### config.mk
export PLATFORM = sky130hd
export DESIGN_NAME = mux_arb_nto1_flat
export DESIGN_NICKNAME = d
export VERILOG_FILES = /design/src/rtl/cpu_pkg.sv /design/src/rtl/mux_arb_nto1_if.sv /design/src/rtl/rr_arbiter_nch.sv /design/src/rtl/mux_arb_nto1.sv /design/src/flat_wrapper.sv
export SDC_FILE = /design/constraint.sdc
export NUM_CORES = 1
export LEC_CHECK = 0
export CAP_MARGIN = 20
export CORE_ASPECT_RATIO = 0.9
export CORE_UTILIZATION = 38
export CTS_CLUSTER_SIZE = 40
export DETAILED_ROUTE_END_ITERATION = 10
export GPL_ROUTABILITY_DRIVEN = 1
export HOLD_SLACK_MARGIN = 0.15
export PLACE_DENSITY = 0.82
export SETUP_SLACK_MARGIN = 0.4
export SKIP_LAST_GASP = 1
export SYNTH_ARGS = -nofsm -noshare
export SYNTH_HDL_FRONTEND = slang
export SYNTH_SLANG_ARGS = --single-unit
### constraint.sdc
create_clock -name clk -period 3.7 [get_ports clk]
set_clock_uncertainty 0.05 [all_clocks]
set_input_delay 0.74 -clock clk [delete_from_list [all_inputs] [get_ports clk]]
set_output_delay 0.74 -clock clk [all_outputs]
set_load 0.02 [all_outputs]
### src/rtl/cpu_pkg.sv
// Shared constants and types for the N-to-1 arbitrated output mux.
package cpu_pkg;

  localparam int DWIDTH_DEF = 32;

  localparam logic MODE_FIXED = 1'b0;
  localparam logic MODE_RR    = 1'b1;

  typedef enum logic {
    ST_EMPTY = 1'b0,
    ST_FULL  = 1'b1
  } stage_e;

endpackage

### src/rtl/mux_arb_nto1_if.sv
// Handshake bundle between NCH producers, the arbitrated mux and one consumer.
// master = producer/consumer side, slave = the mux itself.
interface mux_arb_nto1_if #(
  parameter int DWIDTH = cpu_pkg::DWIDTH_DEF,
  parameter int NCH    = 4
) ();
  localparam int SELW = $clog2(NCH);

  logic [NCH*DWIDTH-1:0] in_data;
  logic [NCH-1:0]        in_valid;
  logic [NCH-1:0]        in_ready;
  logic                  mode;
  logic [DWIDTH-1:0]     out_data;
  logic [SELW-1:0]       out_sel;
  logic                  out_valid;
  logic                  out_ready;

  modport master (
    output in_data, in_valid, mode, out_ready,
    input  in_ready, out_data, out_sel, out_valid
  );

  modport slave (
    input  in_data, in_valid, mode, out_ready,
    output in_ready, out_data, out_sel, out_valid
  );
endinterface

### src/rtl/rr_arbiter_nch.sv
// Combinational one-hot arbiter: fixed lowest-index priority or round-robin from ptr.
// Zero latency; grant is all-zero when nothing requests.
module rr_arbiter_nch
  import cpu_pkg::*;
#(
  parameter  int NCH  = 4,
  localparam int SELW = $clog2(NCH)
) (
  input  logic [NCH-1:0]  req,
  input  logic            mode,
  input  logic [SELW-1:0] ptr,
  output logic [NCH-1:0]  grant,
  output logic [SELW-1:0] grant_idx
);

  logic [SELW:0] cand;
  logic          found;

  // Walk candidates in search order; the first requester wins.
  always_comb begin
    grant     = '0;
    grant_idx = '0;
    found     = 1'b0;
    cand      = '0;
    for (int i = 0; i < NCH; i++) begin
      cand = (mode == MODE_RR) ? ({1'b0, ptr} + (SELW+1)'(i)) : (SELW+1)'(i);
      if (cand >= (SELW+1)'(NCH)) cand = cand - (SELW+1)'(NCH);
      if (!found && req[cand[SELW-1:0]]) begin
        found                   = 1'b1;
        grant[cand[SELW-1:0]]   = 1'b1;
        grant_idx               = cand[SELW-1:0];
      end
    end
  end

endmodule

### src/rtl/mux_arb_nto1.sv
// N-to-1 arbitrated mux with a 1-entry registered output stage.
// Latency: word accepted at edge k is valid after edge k; 1 word/cycle with out_ready high.
// Backpressure: while full and out_ready low every in_ready is 0 and the output holds.
module mux_arb_nto1
  import cpu_pkg::*;
#(
  parameter  int DWIDTH = DWIDTH_DEF,
  parameter  int NCH    = 4,
  localparam int SELW   = $clog2(NCH)
) (
  input  logic           clk,
  input  logic           rst_n,
  mux_arb_nto1_if.slave  bus
);

  stage_e            state_q, state_d;
  logic [DWIDTH-1:0] data_q, data_d;
  logic [SELW-1:0]   sel_q, sel_d;
  logic [SELW-1:0]   rr_ptr_q, rr_ptr_d;

  logic [NCH-1:0]    grant;
  logic [SELW-1:0]   grant_idx;
  logic              can_load;
  logic              xfer;
  logic              out_valid;

  rr_arbiter_nch #(.NCH(NCH)) u_arb (
    .req       (bus.in_valid),
    .mode      (bus.mode),
    .ptr       (rr_ptr_q),
    .grant     (grant),
    .grant_idx (grant_idx)
  );

  // rst_n gates in_ready so no producer believes a word was taken while the stage is held in reset.
  assign can_load     = !out_valid || bus.out_ready;
  assign bus.in_ready = grant & {NCH{can_load & rst_n}};
  assign xfer         = |bus.in_ready;

  always_ff @(posedge clk or negedge rst_n) begin
    if (!rst_n) state_q <= ST_EMPTY;
    else        state_q <= state_d;
  end

  always_comb begin
    state_d = state_q;
    case (state_q)
      ST_EMPTY: if (xfer) state_d = ST_FULL;
      ST_FULL:  if (bus.out_ready && !xfer) state_d = ST_EMPTY;
      default:  state_d = ST_EMPTY;
    endcase
  end

  always_comb begin
    out_valid = (state_q == ST_FULL);
  end

  // Pointer advances on every transfer, in either mode, so a switch to round-robin resumes after the last winner.
  always_comb begin
    data_d   = data_q;
    sel_d    = sel_q;
    rr_ptr_d = rr_ptr_q;
    if (xfer) begin
      data_d   = bus.in_data[grant_idx*DWIDTH +: DWIDTH];
      sel_d    = grant_idx;
      rr_ptr_d = (grant_idx == SELW'(NCH-1)) ? '0 : grant_idx + 1'b1;
    end
  end

  always_ff @(posedge clk or negedge rst_n) begin
    if (!rst_n) begin
      data_q   <= '0;
      sel_q    <= '0;
      rr_ptr_q <= '0;
    end else begin
      data_q   <= data_d;
      sel_q    <= sel_d;
      rr_ptr_q <= rr_ptr_d;
    end
  end

  assign bus.out_valid = out_valid;
  assign bus.out_data  = data_q;
  assign bus.out_sel   = sel_q;

endmodule

### src/flat_wrapper.sv
// flat-port wrapper written by rule: the top's interface ports become plain ports
module mux_arb_nto1_flat import cpu_pkg::*;
#(
  parameter  int DWIDTH = DWIDTH_DEF,
  parameter  int NCH    = 4,
  localparam int SELW   = $clog2(NCH)
)
  (clk, rst_n, bus_in_data, bus_in_valid, bus_mode, bus_out_ready, bus_in_ready, bus_out_data, bus_out_sel, bus_out_valid);
  mux_arb_nto1_if #(.DWIDTH(DWIDTH), .NCH(NCH)) bus_i ();
  input  logic clk;
  input  logic rst_n;
  input wire logic [$bits(bus_i.in_data)-1:0] bus_in_data;
  input wire logic [$bits(bus_i.in_valid)-1:0] bus_in_valid;
  input wire logic [$bits(bus_i.mode)-1:0] bus_mode;
  input wire logic [$bits(bus_i.out_ready)-1:0] bus_out_ready;
  output wire logic [$bits(bus_i.in_ready)-1:0] bus_in_ready;
  output wire logic [$bits(bus_i.out_data)-1:0] bus_out_data;
  output wire logic [$bits(bus_i.out_sel)-1:0] bus_out_sel;
  output wire logic [$bits(bus_i.out_valid)-1:0] bus_out_valid;
  assign bus_i.in_data = bus_in_data;
  assign bus_i.in_valid = bus_in_valid;
  assign bus_i.mode = bus_mode;
  assign bus_i.out_ready = bus_out_ready;
  assign bus_in_ready = bus_i.in_ready;
  assign bus_out_data = bus_i.out_data;
  assign bus_out_sel = bus_i.out_sel;
  assign bus_out_valid = bus_i.out_valid;
  mux_arb_nto1 #(.DWIDTH(DWIDTH), .NCH(NCH)) u_core (.clk(clk), .rst_n(rst_n), .bus(bus_i));
endmodule
# Word-level counts from Yosys, hierarchy flattened
# Cells that the tools add are included.
# totals
regBits	37
latchBits	0
ramBits	0
mem_bits_ro	0
in_bits	136
output_inout_bits	39
elab_cells	86
memories	0
# op_classes
add_sub_neg	8
n_mul	0
div	0
order_cmp	12
n_eq_ne	1
shifts	1
mux	39
n_bitwise	6
reduce_logical	15
# ops
op	count
$shiftx 128x8->32	1
$mux 2	10
$mux 4	4
$mux 1	13
$lt 2x3->1 const B	4
$or 4x4->4	3
$ge 3x3->1 const B	3
$mux 3	3
$bmux 1 s2	4
$demux 1 s2	4
$ge 2x1->1 const B	4
$logic_and 1x1->1	8
$sub 2x1->2 const B	4
$add 2x2->3 const B	2
$logic_not 1->1	5
$and 4x4->4	1
$reduce_or 4->1	1
$add 2x1->3 const B	1
$ge 2x3->1 const B	1
$add 2x1->2 const B	1
$eq 2x2->1 const B	1
$pmux 1 s2	1
$and 1x1->1	1
$logic_or 1x1->1	1
$not 1->1	1

# Depth between registers and ports, before layout
# logic_depth
depth_word	21
ltp_mapped	12
depth_no_buf	8

# Modules after synthesis
# From an unflattened synthesis, not the netlist that was laid out.
# hier_totals
hier_cells	192
area_unflattened_um2	2867.8
# by_module_without_submodules
mod	n_inst	cells_each	area_per_inst_um2	seq_area_each_um2
mux_arb_nto1	1	126	2359.8	925.9
rr_arbiter_nch	1	66	508.0	0.0

# Worst setup path after synthesis
# Ideal clock, no wire load.
# synth_timing
kind	input port to output port
from	input port bus_mode
to	output port bus_in_ready[3]
t_arrival_ps	2617
required_ps	2910
path_slack_ps	293
cell_stages	7
path_buffers	2
cell_sequence	buf_2 o21a_1 o22ai_1 or4b_1 buf_2 or4_1 a31oi_1
# synth_via
elab_chain_len	16
elab_cells_between_ends	61
cone_classes	add/sub (4); order compare (12); mux (31); bitwise (4); reduce/logical (10)
# synth_lines
element	line	rtl
start, declared	flat_wrapper.sv:14	input wire logic [$bits(bus_i.mode)-1:0] bus_mode;
branches (longest 14 deep; another with $ge 2x3->1)	--	
$mux 4 (*)	rr_arbiter_nch.sv:28	if (!found && req[cand[SELW-1:0]]) begin
$and 4x4->4 (*)	mux_arb_nto1.sv:37	assign bus.in_ready = grant & {NCH{can_load & rst_n}};
end, declared	flat_wrapper.sv:16	output wire logic [$bits(bus_i.in_ready)-1:0] bus_in_ready;
# Mark *: on every way between the ends. The select of a mux whose other input is x is not followed.

# Worst setup path in the final report
# layout_timing
from	input port bus_in_valid[3]
to	output port bus_in_ready[3]
# layout_via
elab_chain_len	13
elab_cells_between_ends	25
cone_classes	mux (15); bitwise (4); reduce/logical (6)
# layout_lines
element	line	rtl
start, declared	flat_wrapper.sv:13	input wire logic [$bits(bus_i.in_valid)-1:0] bus_in_valid;
$bmux 1 s2	rr_arbiter_nch.sv:28	
$mux 1 (not written as such)	rr_arbiter_nch.sv:28	
$mux 1	rr_arbiter_nch.sv:28	
$logic_not 1->1	rr_arbiter_nch.sv:28	
$logic_and 1x1->1	rr_arbiter_nch.sv:28	
$mux 1	rr_arbiter_nch.sv:28	
$logic_not 1->1	rr_arbiter_nch.sv:28	
$logic_and 1x1->1	rr_arbiter_nch.sv:28	
$mux 1	rr_arbiter_nch.sv:28	
$logic_not 1->1	rr_arbiter_nch.sv:28	
$logic_and 1x1->1	rr_arbiter_nch.sv:28	
$mux 4 (*)	rr_arbiter_nch.sv:28	
$and 4x4->4 (*)	mux_arb_nto1.sv:37	
# Mark *: on every way between the ends. The rest lies on a longest branch, timed or not. The select of a mux whose other input is x is not followed.

==> results.json <==
{
  "antenna_found_initial": 0,
  "wl_mm": 9.348,
  "portBuffers": 174,
  "die_x_um": 93.95,
  "core_mm2": 0.007221,
  "tns_ns": 0,
  "leakage_nw": 2.299,
  "post-route-period-util_pct": 91.48,
  "crit_type": "input port to output port",
  "stdcell_count": 603,
  "totalPowerFinal_w": 0.003837,
  "htreeDepth": 2,
  "fill_cells": 552,
  "die_area_mm2": 0.007963,
  "gr-total-overflow": 0,
  "dieHeight_um": 84.76,
  "yosysSeqAreaShare_pct": 32.02,
  "cts_tree": "built",
  "hold_buffers": 0,
  "cp_max_fo": 4,
  "critical_path.max_stage_delay_ns": 0.57,
  "first_pass_iters": 4,
  "status": "completed",
  "clockBufferDepth": 2,
  "io_pins": 175,
  "crit_slowest_cell": "or4b_4",
  "syn2layout_area_growth_pct": 80.70,
  "rsz0062_at_grt": "yes",
  "worst-path-buf-inv": 2,
  "postRouteAntennaNets": 0,
  "clk_pin_slew_ns": 0.08,
  "slew_viol_final": 0,
  "synth_cell_types": 43,
  "grt_pass1_vias": 3029,
  "setup_viol": 0,
  "syn_inst": 304,
  "mostFrequentLayoutCell": "clkdlybuf4s50_1",
  "drc_errors": 0,
  "layout_common_cells": "clkdlybuf4s50_1, mux2i_1, buf_4, nor2_1, dfrtp_1",
  "dp_cells": 589,
  "cap_violations": 0,
  "row_count": 29,
  "dr_total_vias": 3107,
  "dpl.hpwl_mm": 7.424,
  "cp_common_cell": "buf_6",
  "ys_warn_count": 0,
  "clk_latency_ns": 0.30,
  "min_path_type": "flop to flop",
  "pwr_density_cell_mw_per_mm2": 734.4,
  "syn_area_mm2": 0.002892,
  "crit_chain": "buf_6 -> and4b_1 -> a21o_1 -> or4b_4 -> or4_4 -> a31oi_4 -> buf_6",
  "ir_drop_mv": 0.4703,
  "nNetsFinal": 646,
  "syn_avg_cell_area_um2": 9.512,
  "required_ns": 2.91,
  "cts_sinks": 37,
  "post-route-min-period_ns": 3.385,
  "start_util_pct": 40.05,
  "start_kind": "input port",
  "gp_congestion": 0.8745,
  "routed_via_density": 5.153,
  "slew_headroom_pct": 61.69,
  "post-route-cell-area_mm2": 0.005225,
  "crit_path_end_kind": "output port",
  "track_usage_pct": 24.06,
  "hold_viol": 0,
  "holdWs_ns": 0.4418,
  "arrival_ns": 2.59,
  "drtIter0Drc": 68,
  "drive_gt1_share_pct": 21.37,
  "grt_start_max_net_pins": 38,
  "n_antenna_cell": 0,
  "cts_made_buffers": 5,
  "synth-seq-cells": 37,
  "root_buffer": "clkbuf_8",
  "syn-num-nets": 441,
  "clock.fmax_mhz": 295.4,
  "grt_pass1_wl_mm": 14.75,
  "place_area_mm2": 0.005001,
  "tightest_slew_ns": 0.5734,
  "avgRoutedWirePerCell_um": 15.50,
  "crit_family": "simple AND/OR/NAND/NOR gates"
}
-- cell families after synthesis --
| group | synth area share (%) |
|---|---|
| compound gates | 15.32 |
| fa+ha+maj | 0.4326 |
| buf+inv | 5.582 |
| flops | 32.02 |
| mux | 36.05 |
| simple gates | 10.60 |
-- final cells by class --
cell class	count	area [um2]	share of cell area [%]
repair buffers	222	2150	41.14
multi-input cells	239	1901	36.37
flip-flops and latches	37	927.1	17.74
well taps	93	116.4	2.227
clock buffers	7	86.33	1.652
clock inverters	1	30.03	0.5747
inverters	4	15.01	0.2874
-- synth_stat cells --
master     instances  share of area, %
a21oi_2            1              0.30
a2111oi_0          2              0.61
or4b_1             1              0.35
o21bai_1           2              0.52
nor2b_1            2              0.43
and2_1             1              0.22
nand2b_1           2              0.43
nor2_1            41               5.3
o21ai_0            6               1.0
o22ai_1            1              0.22
a22oi_1            1              0.26
a21o_1             1              0.26
nor3_1             1              0.17
o31ai_1            1              0.26
o32ai_1            1              0.30
a31oi_1            6               1.3
o21a_1             2              0.52
nand3b_1           1              0.26
nor3b_1            1              0.26
mux2_1             1              0.39
buf_4             11               2.9
inv_1              4              0.52
mux2i_1           67                23
nand2_1           14               1.8
a21oi_1           37               6.4
or2_1              1              0.22
o211ai_1           1              0.26
ha_1               1              0.43
a211o_1            1              0.30
and4b_1            1              0.35
nor4bb_1           1              0.35
o22a_1             1              0.30
o41ai_1            1              0.30
a311o_1            1              0.35
or4_1              1              0.26
nand3_1            1              0.17
mux2_2            32                12
a2111oi_2          1              0.52
a311oi_4           1              0.91
dfrtp_1           37                32
o41a_1             1              0.39
clkbuf_1           1              0.13
buf_2             12               2.1
-- final timing paths --
path | startpoint | slack [ns] | cells past startpoint | endpoint
worst max-delay path | bus_in_valid[3] | 0.32 | 7 | bus_in_ready[3]
worst min-delay path | u_core.bus.out_sel[0] | 0.44 | 1 | u_core.bus.out_sel[0]
worst max register to register | u_core.rr_ptr_q[0] | 0.57 | 11 | u_core.bus.out_data[5]
worst min register to register | u_core.bus.out_sel[0] | 0.44 | 1 | u_core.bus.out_sel[0]
max in group asynchronous | rst_n | 2.78 | 2 | u_core.rr_ptr_q[0]
min in group asynchronous | rst_n | 0.45 | 2 | u_core.bus.out_data[20]
-- per-layer routing --
layer / wire length, um / GRT usage (%) / share of wire, %
met3: 775 / 5.888 / 8.3
met2: 4592 / 42.87 / 49
met1: 3719 / 27.61 / 40
met5: 0 / 0 / 0
met4: 260 / 8.951 / 2.8
-- per-stage QoR --
step           util, %  setup slack, ns
2_1_floorplan        -           0.4037
3_3_place_gp     69.26          -0.5886
3_5_place_dp     69.26          -0.6217
4_1_cts          71.63           0.3082
5_1_grt          72.36           0.2346
6_report         72.36           0.3153
-- flip-flops by register name (all words and copies together), names as in the netlist --
signal / cells
u_core.bus.out_data: 32
u_core.bus.out_valid: 1
u_core.rr_ptr_q: 2
u_core.bus.out_sel: 2
-- report_power, final --
group          switching [W]  leakage [nW]  internal, W  total (W)
Combinational        0.00130          1.83      0.00143    0.00273
Sequential          0.000124         0.411     0.000610   0.000733
Clock               0.000152        0.0585     0.000220   0.000372
-- timing repair --
item | in CTS | in global routing
gates resized for setup | 42 | 7
buffers inserted | 3 | 3
setup endpoints to repair | 39 | 28
pin swaps | 7 | 6
Note: power is estimated with default switching activity, not from simulation.
